### src/rtl/usr_seq_ctrl_if.sv
// Command and shift-register bus between usr_seq_ctrl and its environment.
// The slave modport is the controller's view; master is the command/register side.
interface usr_seq_ctrl_if #(
  parameter int unsigned WIDTH = 4,
  parameter int unsigned CNT_W = 3
);
  logic             cmd_valid;
  logic             cmd_ready;
  logic             cmd_dir;
  logic [CNT_W-1:0] cmd_count;
  logic [WIDTH-1:0] cmd_data;
  logic             cmd_fill;
  logic [1:0]       sel;
  logic [WIDTH-1:0] p_in;
  logic             s_right;
  logic             s_left;
  logic [WIDTH-1:0] q_in;
  logic [WIDTH-1:0] result;
  logic             done;
  logic             busy;

  modport slave (
    input  cmd_valid, cmd_dir, cmd_count, cmd_data, cmd_fill, q_in,
    output cmd_ready, sel, p_in, s_right, s_left, result, done, busy
  );

  modport master (
    output cmd_valid, cmd_dir, cmd_count, cmd_data, cmd_fill, q_in,
    input  cmd_ready, sel, p_in, s_right, s_left, result, done, busy
  );
endinterface

### src/rtl/usr_seq_ctrl.sv
// Sequencer for a universal shift register: parallel load, N shift cycles,
// then capture of the register contents with a one-cycle done pulse.
module usr_seq_ctrl #(
  parameter int unsigned WIDTH = 4,
  parameter int unsigned CNT_W = 3
) (
  input logic             clk,
  input logic             rest_n,
  usr_seq_ctrl_if.slave   bus
);

  typedef enum logic [1:0] {
    IDLE    = 2'd0,
    LOAD    = 2'd1,
    SHIFT   = 2'd2,
    CAPTURE = 2'd3
  } state_t;

  localparam logic [1:0] SEL_HOLD  = 2'b00;
  localparam logic [1:0] SEL_RIGHT = 2'b01;
  localparam logic [1:0] SEL_LEFT  = 2'b10;
  localparam logic [1:0] SEL_LOAD  = 2'b11;

  state_t           state;
  logic [CNT_W-1:0] cnt;
  logic [CNT_W-1:0] lat_count;
  logic             lat_dir;
  logic             lat_fill;

  // Outputs are registered from the next state, so they track the state
  // in the same cycle; p_in itself holds the latched data word during LOAD.
  always_ff @(posedge clk or negedge rest_n) begin
    if (!rest_n) begin
      state         <= IDLE;
      cnt           <= '0;
      lat_count     <= '0;
      lat_dir       <= 1'b0;
      lat_fill      <= 1'b0;
      bus.cmd_ready <= 1'b1;
      bus.sel       <= SEL_HOLD;
      bus.p_in      <= '0;
      bus.s_right   <= 1'b0;
      bus.s_left    <= 1'b0;
      bus.result    <= '0;
      bus.done      <= 1'b0;
      bus.busy      <= 1'b0;
    end else begin
      bus.done <= 1'b0;
      case (state)
        IDLE: begin
          if (bus.cmd_valid) begin
            lat_dir       <= bus.cmd_dir;
            lat_count     <= bus.cmd_count;
            lat_fill      <= bus.cmd_fill;
            bus.p_in      <= bus.cmd_data;
            bus.sel       <= SEL_LOAD;
            bus.cmd_ready <= 1'b0;
            bus.busy      <= 1'b1;
            state         <= LOAD;
          end
        end

        LOAD: begin
          bus.p_in <= '0;
          if (lat_count == '0) begin
            bus.sel <= SEL_HOLD;
            state   <= CAPTURE;
          end else begin
            cnt         <= lat_count;
            bus.sel     <= lat_dir ? SEL_LEFT : SEL_RIGHT;
            bus.s_right <= ~lat_dir & lat_fill;
            bus.s_left  <= lat_dir & lat_fill;
            state       <= SHIFT;
          end
        end

        SHIFT: begin
          cnt <= cnt - CNT_W'(1);
          if (cnt == CNT_W'(1)) begin
            bus.sel     <= SEL_HOLD;
            bus.s_right <= 1'b0;
            bus.s_left  <= 1'b0;
            state       <= CAPTURE;
          end
        end

        CAPTURE: begin
          bus.result    <= bus.q_in;
          bus.done      <= 1'b1;
          bus.busy      <= 1'b0;
          bus.cmd_ready <= 1'b1;
          state         <= IDLE;
        end

        default: state <= IDLE;
      endcase
    end
  end

endmodule
### src/flat_wrapper.sv
// flat-port wrapper written by rule: the top's interface ports become plain ports
module usr_seq_ctrl_flat 
#(
  parameter int unsigned WIDTH = 4,
  parameter int unsigned CNT_W = 3
)
  (clk, rest_n, bus_cmd_valid, bus_cmd_dir, bus_cmd_count, bus_cmd_data, bus_cmd_fill, bus_q_in, bus_cmd_ready, bus_sel, bus_p_in, bus_s_right, bus_s_left, bus_result, bus_done, bus_busy);
  usr_seq_ctrl_if #(.WIDTH(WIDTH), .CNT_W(CNT_W)) bus_i ();
  input logic clk;
  input logic rest_n;
  input wire logic [$bits(bus_i.cmd_valid)-1:0] bus_cmd_valid;
  input wire logic [$bits(bus_i.cmd_dir)-1:0] bus_cmd_dir;
  input wire logic [$bits(bus_i.cmd_count)-1:0] bus_cmd_count;
  input wire logic [$bits(bus_i.cmd_data)-1:0] bus_cmd_data;
  input wire logic [$bits(bus_i.cmd_fill)-1:0] bus_cmd_fill;
  input wire logic [$bits(bus_i.q_in)-1:0] bus_q_in;
  output wire logic [$bits(bus_i.cmd_ready)-1:0] bus_cmd_ready;
  output wire logic [$bits(bus_i.sel)-1:0] bus_sel;
  output wire logic [$bits(bus_i.p_in)-1:0] bus_p_in;
  output wire logic [$bits(bus_i.s_right)-1:0] bus_s_right;
  output wire logic [$bits(bus_i.s_left)-1:0] bus_s_left;
  output wire logic [$bits(bus_i.result)-1:0] bus_result;
  output wire logic [$bits(bus_i.done)-1:0] bus_done;
  output wire logic [$bits(bus_i.busy)-1:0] bus_busy;
  assign bus_i.cmd_valid = bus_cmd_valid;
  assign bus_i.cmd_dir = bus_cmd_dir;
  assign bus_i.cmd_count = bus_cmd_count;
  assign bus_i.cmd_data = bus_cmd_data;
  assign bus_i.cmd_fill = bus_cmd_fill;
  assign bus_i.q_in = bus_q_in;
  assign bus_cmd_ready = bus_i.cmd_ready;
  assign bus_sel = bus_i.sel;
  assign bus_p_in = bus_i.p_in;
  assign bus_s_right = bus_i.s_right;
  assign bus_s_left = bus_i.s_left;
  assign bus_result = bus_i.result;
  assign bus_done = bus_i.done;
  assign bus_busy = bus_i.busy;
  usr_seq_ctrl #(.WIDTH(WIDTH), .CNT_W(CNT_W)) u_core (.clk(clk), .rest_n(rest_n), .bus(bus_i));
endmodule
### config.mk
export PLATFORM = sky130hd
export DESIGN_NAME = usr_seq_ctrl_flat
export DESIGN_NICKNAME = d
export VERILOG_FILES = /design/src/rtl/usr_seq_ctrl_if.sv /design/src/rtl/usr_seq_ctrl.sv /design/src/flat_wrapper.sv
export SDC_FILE = /design/constraint.sdc
export NUM_CORES = 1
export LEC_CHECK = 0
export ABC_CLOCK_PERIOD_IN_PS = 2200
export CAP_MARGIN = 25
export CORE_UTILIZATION = 48
export CTS_CLUSTER_SIZE = 10
export DETAILED_ROUTE_END_ITERATION = 8
export GPL_TIMING_DRIVEN = 1
export PLACE_DENSITY = 0.87
export SLEW_MARGIN = 20
export SYNTH_ARGS = -nofsm -noshare
export SYNTH_HDL_FRONTEND = slang
export SYNTH_SLANG_ARGS = --single-unit
### constraint.sdc
create_clock -name clk -period 2.2 [get_ports clk]
set_clock_uncertainty 0.1 [all_clocks]
set_input_delay 0.22 -clock clk [delete_from_list [all_inputs] [get_ports clk]]
set_output_delay 0.22 -clock clk [all_outputs]
set_load 0.005 [all_outputs]
Word level (Yosys, flattened, before mapping)
Index checks and enable logic that the tools add are counted.

Flip-flop bits (word level): 25. Input bits: 16. Output and inout port bits: 15. Logic and storage cells: 60.

$add $sub $neg: 1. Eq/ne operators: 7. Multiplexer cells: 23. Bitwise logic cells: 3. Reductions and logical operators: 13.

Operators by type and width (number): 2-bit 2-to-1 mux (6); 2-bit AND reduction (5); 1-bit case mux with 2 select lines (4); 2-bit case mux with 4 select lines (1); 4-bit case mux with 2 select lines (1); 1-bit 2-to-1 mux (7); 2-bit case mux with 3 select lines (1); 3-bit case mux with 2 select lines (1); 3-bit AND reduction (2); 2-bit nonzero test (3); 2-bit == test (second input constant) (2); 4-bit 2-to-1 mux (1); 2-bit inequality test (second input constant) (2); 3-bit by 1-bit == test with 1-bit output (second input constant) (1); 3-bit logical NOT (1); 3-bit 2-to-1 mux (1); 3-bit nonzero test (1); 3-bit by 1-bit subtractor with 3-bit output (second input constant) (1); 1-bit AND (2); 2-bit by 1-bit == test with 1-bit output (second input constant) (1); 2-bit logical NOT (1); 2-bit by 1-bit inequality test with 1-bit output (second input constant) (1); 1-bit NOT (1).

Logic depth before layout (Yosys ltp)
Gate-level depths: netlist of the first run.

Word-level depth: 4. Mapped depth: 6.

Worst setup path before layout of the first run
OpenSTA, ideal clock, no wires.

Kind: reg2reg. Start: register u_core.state[0]. End: register u_core.bus.sel[0]. Library setup time: 0.125 ns. Arrival: 1.449 ns. Data required time: 1.975 ns. Path slack: 0.526 ns. Stages on the path, launching flop included: 6. Buffers on the path: 0. Clock period less this slack: 1.674 ns. Cells stage by stage: dfrtp_1 inv_1 ha_1 nor2b_2 a211oi_2 mux2_2.

Word-level cells in the longest chain between the ends: 3.

Ends and longest elaborated chain: from (decl) (line usr_seq_ctrl.sv:24) `state_t state;`; from (signal assigned) (line usr_seq_ctrl.sv:34) `state <= IDLE;`; from (signal assigned) (line usr_seq_ctrl.sv:59) `state <= LOAD;`; from (signal assigned) (line usr_seq_ctrl.sv:67) `state <= CAPTURE;`; 2-bit == test, or another cell as far along (line usr_seq_ctrl.sv:49) `case (state)`; 2-bit by 1-bit inequality test with 1-bit output (no source line), or another cell as far along; 3-bit AND reduction (no source line); to (signal assigned) (line usr_seq_ctrl.sv:70) `bus.sel <= lat_dir ? SEL_LEFT : SEL_RIGHT;`; to (decl) (line usr_seq_ctrl_if.sv:24) `output cmd_ready, sel, p_in, s_right, s_left, result, done, busy`.

Several ways; a longest one is shown, not always the timed one. A chain may end at the register's enable or synchronous reset.

Final worst setup path of the first run
Start: register u_core.state[1]. End: register u_core.cnt[1].

Word-level cells in the longest chain between the ends: 3.

Ends and longest elaborated chain: 2-bit by 1-bit == test with 1-bit output or 2-bit == test (tied branches) (line usr_seq_ctrl.sv:49); 2-bit inequality test (no source line) or 2-bit nonzero test (tied branches); 2-bit AND reduction (no source line); to (signal assigned) (line usr_seq_ctrl.sv:69) `cnt <= lat_count;`; to (signal assigned) (line usr_seq_ctrl.sv:78) `cnt <= cnt - CNT_W'(1);`; to (decl) (line usr_seq_ctrl.sv:25) `logic [CNT_W-1:0] cnt;`.

Several ways; a longest one is shown, not always the timed one.

==> results of run 1 <==
-- state kept, by name, indices dropped and copies added (netlist names) --
name / cells
u_core.bus.s_left: 1
u_core.bus.busy: 1
u_core.lat_count: 3
u_core.bus.done: 1
u_core.state: 2
u_core.bus.s_right: 1
u_core.lat_dir: 1
u_core.lat_fill: 1
u_core.bus.result: 4
u_core.bus.cmd_ready: 1
u_core.bus.sel: 2
u_core.cnt: 3
u_core.bus.p_in: 4
-- per-layer routing --
metal	wire length (um)	part of all wire (%)	vias to the layer above
met1	1060	44	448
met5	0	0	-
met2	1260	52	18
li1	-	-	452
met3	72	3.0	5
met4	32	1.3	0
-- power by group --
group          internal (uW)  switching, uW
logic                    709            548
clock network           68.2            140
registers                698            173
-- critical path, stage by stage (launching register included) --
cell      delay, ns
dfrtp_1        0.45
inv_1          0.10
ha_1           0.28
nor4b_4        0.41
nand2b_4       0.25
mux2i_1        0.22
-- worst max path at each step --
stage,startpoint,end,slack (ns),depth (start not counted)
after floorplan,u_core.state[0],u_core.bus.sel[0],0.53,5
after global placement,u_core.state[1],u_core.bus.s_left,0.49,5
after detailed placement,u_core.state[1],u_core.cnt[1],0.35,5
after CTS,u_core.state[1],u_core.cnt[1],0.32,5
after global routing,u_core.state[1],u_core.cnt[0],0.16,5
final,u_core.state[1],u_core.cnt[1],0.31,5
-- synth_stat cells (all sizes together) (2+ instances only) --
library cell,instances
a211o,3
a211oi,3
a31oi,4
and3,2
buf,3
dfrtp,24
ha,6
inv,6
mux2,12
mux2i,3
nand2,9
nand2b,2
nor2,2
nor2b,8
nor3,2
nor4b,2
o21ai,7
-- cell families after synthesis --
kind of cell	count (synthesis)	synth area share [%]
and+or+nand+nor	30	15.3
DFF	25	50.2
AOI/OAI and AO/OA	22	12.0
muxes	15	13.2
buffers and inverters	10	3.30
adders and majority gates	6	6.01
-- area by class of cell --
type | count | area (sq um)
fill | 204 | 858
sequential | 25 | 627
multi-input combinational | 73 | 582
timing repair buffer | 33 | 323
tap | 30 | 37.5
clock buffer | 3 | 22.5
inverter | 6 | 22.5
clock inverter | 1 | 5.00
-- placed cells by master (no fill, tap or decap) --
cell / synthesis / routed
mux2_2: 12 / 12
nor4_1: 1 / 1
nand2b_1: 1 / 1
nor2b_2: 1 / 1
mux2i_1: 3 / 3
nor4b_4: 1 / 1
a211oi_1: 2 / 2
clkbuf_4: 0 / 3
a21oi_1: 1 / 1
nand4b_1: 1 / 1
and3_1: 2 / 2
and2b_1: 1 / 1
nor2_1: 2 / 2
nor4b_1: 1 / 1
buf_4: 0 / 3
nand2b_4: 1 / 1
o22ai_1: 1 / 1
o21ai_0: 7 / 7
nor3_1: 2 / 2
nand2_1: 9 / 9
a211oi_2: 1 / 1
o21bai_1: 1 / 1
a2111oi_1: 1 / 1
a211o_1: 3 / 3
inv_1: 6 / 6
clkdlybuf4s50_1: 0 / 30
clkinv_2: 0 / 1
nor2b_1: 7 / 7
dfrtp_1: 24 / 24
a31oi_1: 4 / 4
dfstp_2: 1 / 1
ha_1: 6 / 6
a21o_1: 1 / 1
-- metrics by stage --
| step | setup WS (ns) | power [uW] | util [%] | std cells |
|---|---|---|---|---|
| 6_report | 0.308 | 2340 | 65.4 | 171 |
| 5_1_grt | 0.159 | 2520 | 65.4 | 171 |
| 3_5_place_dp | 0.348 | 2140 | 64.2 | 167 |
| 4_1_cts | 0.322 | 2350 | 65.4 | 171 |
| 2_1_floorplan | 0.526 | 1660 | - | 108 |
| 3_3_place_gp | 0.489 | 2070 | 64.2 | 167 |
==> qor.yml, run 1 <==
outcome: "finished clean"
via_per_inst: 5.40
numCtsBuffers: 3
netlist_instances: 108
drc_errors: 0
synth_top_cell_area_share_pct: 48.0
syn_area_per_cell_sq_um: 11.6
yosys_warnings: 0
min_period_ns: 1.89
cp_data_arrival_time_ns: 2.04
synth_top_flop_cell: "dfrtp_1"
clockRootBuffer: "clkbuf_4"
r2r_setup_slack_ns: 0.31
fmax_mhz: 529
antenna_found_initial: 0
drv_slew: 0
postCtsSetupRepairBufs: 0
grt_pass1_wl_um: 4000
finalSetupTns_ns: 0
rsz0062_at_grt: "no"
gr-total-overflow: 0
hold_ws_ns: 0.108
fp.coreArea_sq_mm: 0.00248
irDropWorstVdd_mv: 0.953
stdcell_area_sq_mm: 0.00162
grt.busiest_layer: "met2"
synth_cell_type_count: 31
die_h_um: 53.0
hold_violations: 0
cts_buffer_depth: 2
path_clk_slew_ns: 0.14
diodes: 0
synth_edf_count: 0
critical_path.max_fanout: 8
drtAntennaViolNets: 0
reg2reg_from: "u_core.state[1]"
ys_top_cells_by_area: "dfrtp_1 48%, mux2_2 11%, ha_1 6.0%, nor2b_1 3.5%, o21ai_0 2.8%"
hpwlAfterDp_um: 1930
clkLatencyLatePin_ns: 0.32
htreeDepth: 1
synth_nets: 130
gr-usage-met1_pct: 26.8
hp-class: "primary input to asynchronous set/reset pin"
p_leak_uw: 0.000719
post-route-period-util_pct: 86.0
gp_congestion: 0.755
rr_endpoint: "u_core.cnt[1]"
use_met3_pct: 3.16
postRouteWirelength_um: 2430
synth_top_cell_by_area: "dfrtp_1"
ctsResizeCount: 0
die_area_sq_mm: 0.00281
area_growth_syn_to_layout_pct: 29.5
rows: 18
setup_viol: 0
tritoncts: "built"
numPortBuffers: 30
synthArstFlopShare_pct: 100
cp_data_required_time_ns: 2.35
place_area_sq_mm: 0.00159
endpoint_kind: "register"
synth.yosys.seq_area_share_pct: 50.2
start_kind: "register"
synth_area_sq_mm: 0.00125
cap_viol_max_count: 0
start_util_pct: 50.5
wl_per_cell_um: 14.2
relSlewSlack_pct: 66.9
drtIter0Drc: 7
pin_count: 31
grt_pass1_vias: 849
grt_usage_pct: 20.0
tightestPinTransition_ns: 0.495
p_per_area_mw_per_mm2: 1440
fin_nets: 164
die_x_um: 53.0
worst-setup-path-type: "register to register"
grt_max_degree: 16
holdBufCountCts: 0
clock-sinks: 25
reg2reg_depth: 5
globalRouteMet2Util_pct: 32.3
vias: 923
ys_ff_latch: 25
firstDrtPassIters: 4
layout-drive-gt1-share_pct: 17.0
Power figures use the tool's default switching activity.
==> inputs of run 2 (changes only) <==
--- a/config.mk
+++ b/config.mk
@@ -5,13 +5,13 @@
 export SDC_FILE = /design/constraint.sdc
 export NUM_CORES = 1
 export LEC_CHECK = 0
-export ABC_CLOCK_PERIOD_IN_PS = 2200
 export CAP_MARGIN = 25
 export CORE_UTILIZATION = 48
 export CTS_CLUSTER_SIZE = 10
 export DETAILED_ROUTE_END_ITERATION = 8
 export GPL_TIMING_DRIVEN = 1
 export PLACE_DENSITY = 0.87
+export REMOVE_ABC_BUFFERS = 1
 export SLEW_MARGIN = 20
 export SYNTH_ARGS = -nofsm -noshare
 export SYNTH_HDL_FRONTEND = slang
==> run 2 against run 1 <==
Effect of this change:
- clock power fell by 2%
- via count rose by 2.6%
- core utilization did not move
- sequential cell count did not move
- largest cell class unchanged
- highest routed layer unchanged
==> qor.yml, run 2 (synthesized netlist as in run 1, its figures left out) <==
outcome: "finished clean"
layout_commonest_cell: "clkdlybuf4s50_1"
tritoncts: "built"
top_regs: "u_core.bus.p_in (4), u_core.bus.result (4)"
drtAntennaViolNets: 0  # unchanged
holdBufCountCts: 0  # unchanged
rows: 18  # unchanged
path_clk_slew_ns: 0.14  # about the same
hold_ws_ns: 0.141  # +0.0330 ns
fmax_mhz: 553  # +4.6%
critical-path-top-delay-family: "simple AND/OR/NAND/NOR gates"
fp.coreArea_sq_mm: 0.00248  # unchanged
fin_nets: 164  # unchanged
grt_pass1_vias: 884  # +4.1%
antenna_found_initial: 0  # unchanged
switchingPower_uw: 854  # -0.77%
final_cell_mix: "30 x clkdlybuf4s50_1, 24 x dfrtp_1, 12 x mux2_2, 9 x nand2_1"
regArea_sq_um: 627  # unchanged
swShare_pct: 36.7  # -0.14 points
slowest_stage: "dfrtp_1"
endpoint_kind: "register"
start_kind: "register"
die_area_sq_mm: 0.00281  # unchanged
drtIter0Drc: 18  # +11
die_x_um: 53.0  # unchanged
relSlewSlack_pct: 70.5  # +3.6 points
start_util_pct: 50.5  # unchanged
p_clk_share_pct: 8.7  # -0.2 points
grt_max_degree: 26  # +10
numPortBuffers: 30  # unchanged
critical_path.max_fanout: 8  # unchanged
p_leak_uw: 0.000719  # unchanged
vias: 947  # +2.6%
p_per_area_mw_per_mm2: 1440  # -0.38%
firstDrtPassIters: 4  # unchanged
clkLatencyLatePin_ns: 0.32  # about the same
comb_power_share_pct: 53.6  # -0.2 points
worst_slack_ns: 0.391  # +0.0829 ns
rsz0062_at_grt: "no"
grt_usage_pct: 20.2  # +0.25 points
layout-drive-gt1-share_pct: 17.0  # unchanged
worst-setup-path-type: "register to register"
wl_per_cell_um: 14.4  # +1.1%
cp_data_arrival_time_ns: 1.96  # -0.08 ns
cpPeakStageDelay_ns: 0.44  # about the same
irDropWorstVdd_mv: 0.925  # -2.9%
fillCellCount: 191  # -6.4%
min_period_ns: 1.81  # -0.0829 ns
postRouteWirelength_um: 2460  # +1.1%
post-route-period-util_pct: 82.2  # -3.8 points
place_ws_ns: 0.407  # +0.0584 ns
postCtsSetupRepairBufs: 0  # unchanged
grt_pass1_wl_um: 4000  # +0.18%
hp-class: "primary input to asynchronous set/reset pin"
area_growth_syn_to_layout_pct: 29.5  # unchanged
diodes: 0  # unchanged
place_area_sq_mm: 0.00159  # unchanged
hold_violations: 0  # unchanged
finalSetupTns_ns: 0  # unchanged
gr-total-overflow: 0  # unchanged
htreeDepth: 1  # unchanged
via_per_inst: 5.54  # +2.6%
drv_slew: 0  # unchanged
ctsResizeCount: 0  # unchanged
gp_congestion: 0.751  # -0.52%
crit_chain: "inv_1, ha_1, nor4b_4, nand2b_4, mux2i_1"
hpwlAfterDp_um: 1920  # -0.73%
p_seq_share_pct: 37.7  # +0.4 points
tightestPinTransition_ns: 0.442  # -0.0529 ns
cts_buffer_depth: 2  # unchanged
critPathBufInv: 1  # unchanged
stdcell_area_sq_mm: 0.00162  # unchanged
cp_data_required_time_ns: 2.35  # about the same
numCtsBuffers: 3  # unchanged
die_h_um: 53.0  # unchanged
multi_input_area_sq_um: 582  # unchanged
cap_viol_max_count: 0  # unchanged
pin_count: 31  # unchanged
internal_power_uw: 1470  # -0.15%
drc_errors: 0  # unchanged
clockRootBuffer: "clkbuf_4"
setup_viol: 0  # unchanged
clock-sinks: 25  # unchanged
==> run 2: cell counts in the layout (fill, tap and decap cells not counted) <==
Identical to the previous run, type by type.
==> run 2: layout make-up <==
type / instances / area share (%)
flip-flops and latches: 25 / 38.7
well taps: 30 / 2.32
repair buffers: 33 / 19.9
clock buffers: 3 / 1.39
clock inverters: 1 / 0.309
multi-input cells: 73 / 35.9
inverters: 6 / 1.39
==> run 2: metal layers <==
metal,vias up,GRT usage (%),share of wire [%]
li1,452,-,-
met1,463,27.3,42
met2,28,32.1,54
met3,4,3.74,3.4
met4,0,7.89,0.90
met5,-,0,0
==> run 2: path summary, 6_finish.rpt <==
kind / end / cells after the start / slack [ns] / startpoint
setup / recovery: u_core.cnt[0] / 5 / 0.39 / u_core.state[1]
max in group asynchronous: u_core.bus.cmd_ready / 2 / 1.56 / rest_n
setup reg to reg: u_core.cnt[0] / 5 / 0.39 / u_core.state[1]
hold / removal: u_core.cnt[1] / 2 / 0.14 / rest_n
min in group clk: u_core.lat_count[2] / 2 / 0.40 / bus_cmd_count[2]
hold reg to reg: u_core.bus.cmd_ready / 2 / 0.41 / u_core.bus.cmd_ready
==> run 2: worst reg2reg max path, cell delays in order (launching register included) <==
cell	delay [ns]
dfrtp_1	0.44
inv_1	0.10
ha_1	0.28
nor4b_4	0.40
nand2b_4	0.24
mux2i_1	0.19
==> run 2: power by group through the flow <==
stage	clock, uW	combinational, uW	sequential (uW)
final	203	1250	876
after global placement	0	1200	867
after detailed placement	0	1260	885
after global routing	231	1370	903
after floorplan	0	787	857
after CTS	212	1260	874
==> run 2: per-stage QoR <==
step / cells / total power [uW] / utilization, %
finish: 171 / 2330 / 65.4
global route: 171 / 2510 / 65.4
CTS: 171 / 2350 / 65.4
detailed placement: 167 / 2140 / 64.2
global placement: 167 / 2070 / 64.2
floorplan: 104 / 1640 / -
==> inputs of run 3 (changes only) <==
--- a/config.mk
+++ b/config.mk
@@ -6,11 +6,11 @@
 export NUM_CORES = 1
 export LEC_CHECK = 0
 export CAP_MARGIN = 25
-export CORE_UTILIZATION = 48
+export CORE_UTILIZATION = 43
 export CTS_CLUSTER_SIZE = 10
 export DETAILED_ROUTE_END_ITERATION = 8
 export GPL_TIMING_DRIVEN = 1
-export PLACE_DENSITY = 0.87
+export PLACE_DENSITY = 0.83
 export REMOVE_ABC_BUFFERS = 1
 export SLEW_MARGIN = 20
 export SYNTH_ARGS = -nofsm -noshare
==> constraint.sdc (replaced) <==
create_clock -name clk -period 1.45 [get_ports clk]
set_clock_uncertainty 0.1 [all_clocks]
set_input_delay 0.145 -clock clk [delete_from_list [all_inputs] [get_ports clk]]
set_output_delay 0.145 -clock clk [all_outputs]
set_load 0.005 [all_outputs]
==> run 3 against run 2 <==
Effect of this change:
- the flow now finishes with violations (setup timing)
- largest cell class is now multi-input combinational cells
- highest routed layer unchanged
- setup slack worse by 0.56 ns
- total power is 99% higher
- critical path depth stayed put
==> qor.yml, run 3 (synthesized netlist as in run 1, its figures left out) <==
outcome: "finished with violations"
violations: "setup timing"
crit_chain: "inv_2, ha_2, nor2b_4, a21o_1, mux2_2"
die_h_um: 55.9  # +5.4%
layout-drive-gt1-share_pct: 40.2  # +23 points
grt_usage_pct: 22.6  # +2.4 points
worst-setup-path-type: "register to register"
p_per_area_mw_per_mm2: 2310  # +60%
post-route-period-util_pct: 112  # +30 points
gr-total-overflow: 0  # unchanged
start_kind: "register"
clockRootBuffer: "clkbuf_4"
multi_input_area_sq_um: 682  # +17%
final_cell_mix: "31 x buf_4, 24 x dfrtp_1, 15 x clkdlybuf4s50_1, 10 x mux2_2"
cap_viol_max_count: 0  # unchanged
via_per_inst: 5.42  # -2.1%
clock-sinks: 25  # unchanged
drtIter0Drc: 26  # +8
htreeDepth: 1  # unchanged
p_leak_uw: 0.00102  # +41%
tritoncts: "built"
drv_slew: 0  # unchanged
die_area_sq_mm: 0.00313  # +11%
regArea_sq_um: 627  # unchanged
final_util_pct: 72.6  # +7.3 points
cp_data_arrival_time_ns: 1.75  # -0.21 ns
endpoint_kind: "register"
clkLatencyLatePin_ns: 0.32  # about the same
place_inst: 184  # +10%
die_x_um: 55.9  # +5.4%
vias: 1112  # +17%
power_uw: 4620  # +99%
drtAntennaViolNets: 0  # unchanged
numPortBuffers: 30  # unchanged
cpPeakStageDelay_ns: 0.44  # about the same
final_cells: 205  # +20%
firstDrtPassIters: 4  # unchanged
fmax_mhz: 617  # +12%
fin_nets: 197  # +20%
diodes: 0  # unchanged
wl_per_cell_um: 17.1  # +19%
worst_slack_ns: -0.172  # -0.563 ns
grt_pass1_vias: 1172  # +33%
hp-class: "primary input to asynchronous set/reset pin"
hold_violations: 0  # unchanged
antenna_found_initial: 0  # unchanged
postRouteWirelength_um: 3500  # +43%
numCtsBuffers: 3  # unchanged
slowest_stage: "dfrtp_1"
pin_count: 31  # unchanged
path_clk_slew_ns: 0.14  # about the same
top_regs: "u_core.bus.p_in (4), u_core.bus.result (4)"
cts_buffer_depth: 2  # unchanged
fp.coreArea_sq_mm: 0.00276  # +11%
fillCellCount: 185  # -3.1%
rsz0062_at_grt: "yes"
setup_viol: 15  # +15
start_util_pct: 45.3  # -5.1 points
cp_data_required_time_ns: 1.58  # -0.77 ns
relSlewSlack_pct: 78.5  # +8.0 points
grt_pass1_wl_um: 5460  # +36%
critical_path.max_fanout: 3  # -5
gp_congestion: 0.771  # +2.6%
place_ws_ns: -0.254  # -0.661 ns
rows: 19  # +1
tightestPinTransition_ns: 0.323  # -0.119 ns
hpwlAfterDp_um: 1930  # +0.46%
irDropWorstVdd_mv: 1.69  # +83%
min_period_ns: 1.62  # -0.187 ns
drc_errors: 0  # unchanged
area_growth_syn_to_layout_pct: 60.3
grt_max_degree: 26  # unchanged
layout_commonest_cell: "buf_4"
-- run 3: changes by cell type in the layout (fill, tap and decap cells not counted), moves of 4 or more --
cell	before	now
buf_6	0	4
ha_1	6	2
buf_4	3	31
dlygate4sd2_1	0	8
dlymetal6s2s_1	0	7
clkdlybuf4s50_1	30	15
-- run 3: critical path, delay by kind of cell, from the launching register on --
kind	cells	cell delay (ns)
buffers and inverters	1	0.10
AOI/OAI and AO/OA	1	0.14
muxes	1	0.34
and+or+nand+nor	1	0.21
adders and majority gates	1	0.19
DFF	1	0.44
-- run 3: per-stage QoR --
step / hold slack (ns) / area [sq um] / TNS [ns]
detailed placement: 0.396 / 1710 / -2.52
finish: 0.0593 / 2000 / -1.32
floorplan: -0.251 / 1230 / -2.49
CTS: 0.0655 / 1930 / -0.830
global route: 0.0900 / 2000 / -2.22
global placement: 0.375 / 1710 / -1.55
-- run 3: area by class of cell --
class / instances / area share (%)
clock inverters: 1 / 0.250
clock buffers: 3 / 1.12
flip-flops and latches: 25 / 31.3
multi-input cells: 73 / 34.0
repair buffers: 66 / 30.2
well taps: 31 / 1.94
inverters: 6 / 1.12
-- run 3: metal layers --
layer  share of wire (%)  GRT usage (%)
met1                  38           27.5
met5                   0              0
met2                  54           43.0
met4                 2.4           4.18
met3                 5.4           2.79
-- run 3: final timing paths --
kind                                         to  slack (ns)  depth (start not counted)            startpoint
min in group clk           u_core.bus.result[2]        0.32                          2           bus_q_in[2]
setup / recovery                u_core.state[1]       -0.17                          5       u_core.state[0]
hold reg to reg            u_core.bus.result[1]        0.42                          1  u_core.bus.result[1]
setup reg to reg                u_core.state[1]       -0.17                          5       u_core.state[0]
hold / removal                  u_core.bus.busy        0.06                          2                rest_n
max in group asynchronous  u_core.bus.cmd_ready        0.90                          2                rest_n
-- run 3: power breakdown --
group	internal, uW	leakage, uW	total, uW	switching, uW
Sequential	1060	0.000302	1290	230
Clock	104	0.0000177	315	211
Combinational	1730	0.000697	3020	1290
Total	2890	0.00102	4620	1730
-- run 3: what timing repair did --
action / in CTS / in global routing
setup endpoints to repair: 31 / 31
gates cloned: 0 / 0
pin swaps: 4 / 1
gates resized for setup: 30 / 13
hold buffers: 0 / 0
buffers inserted: 13 / 4
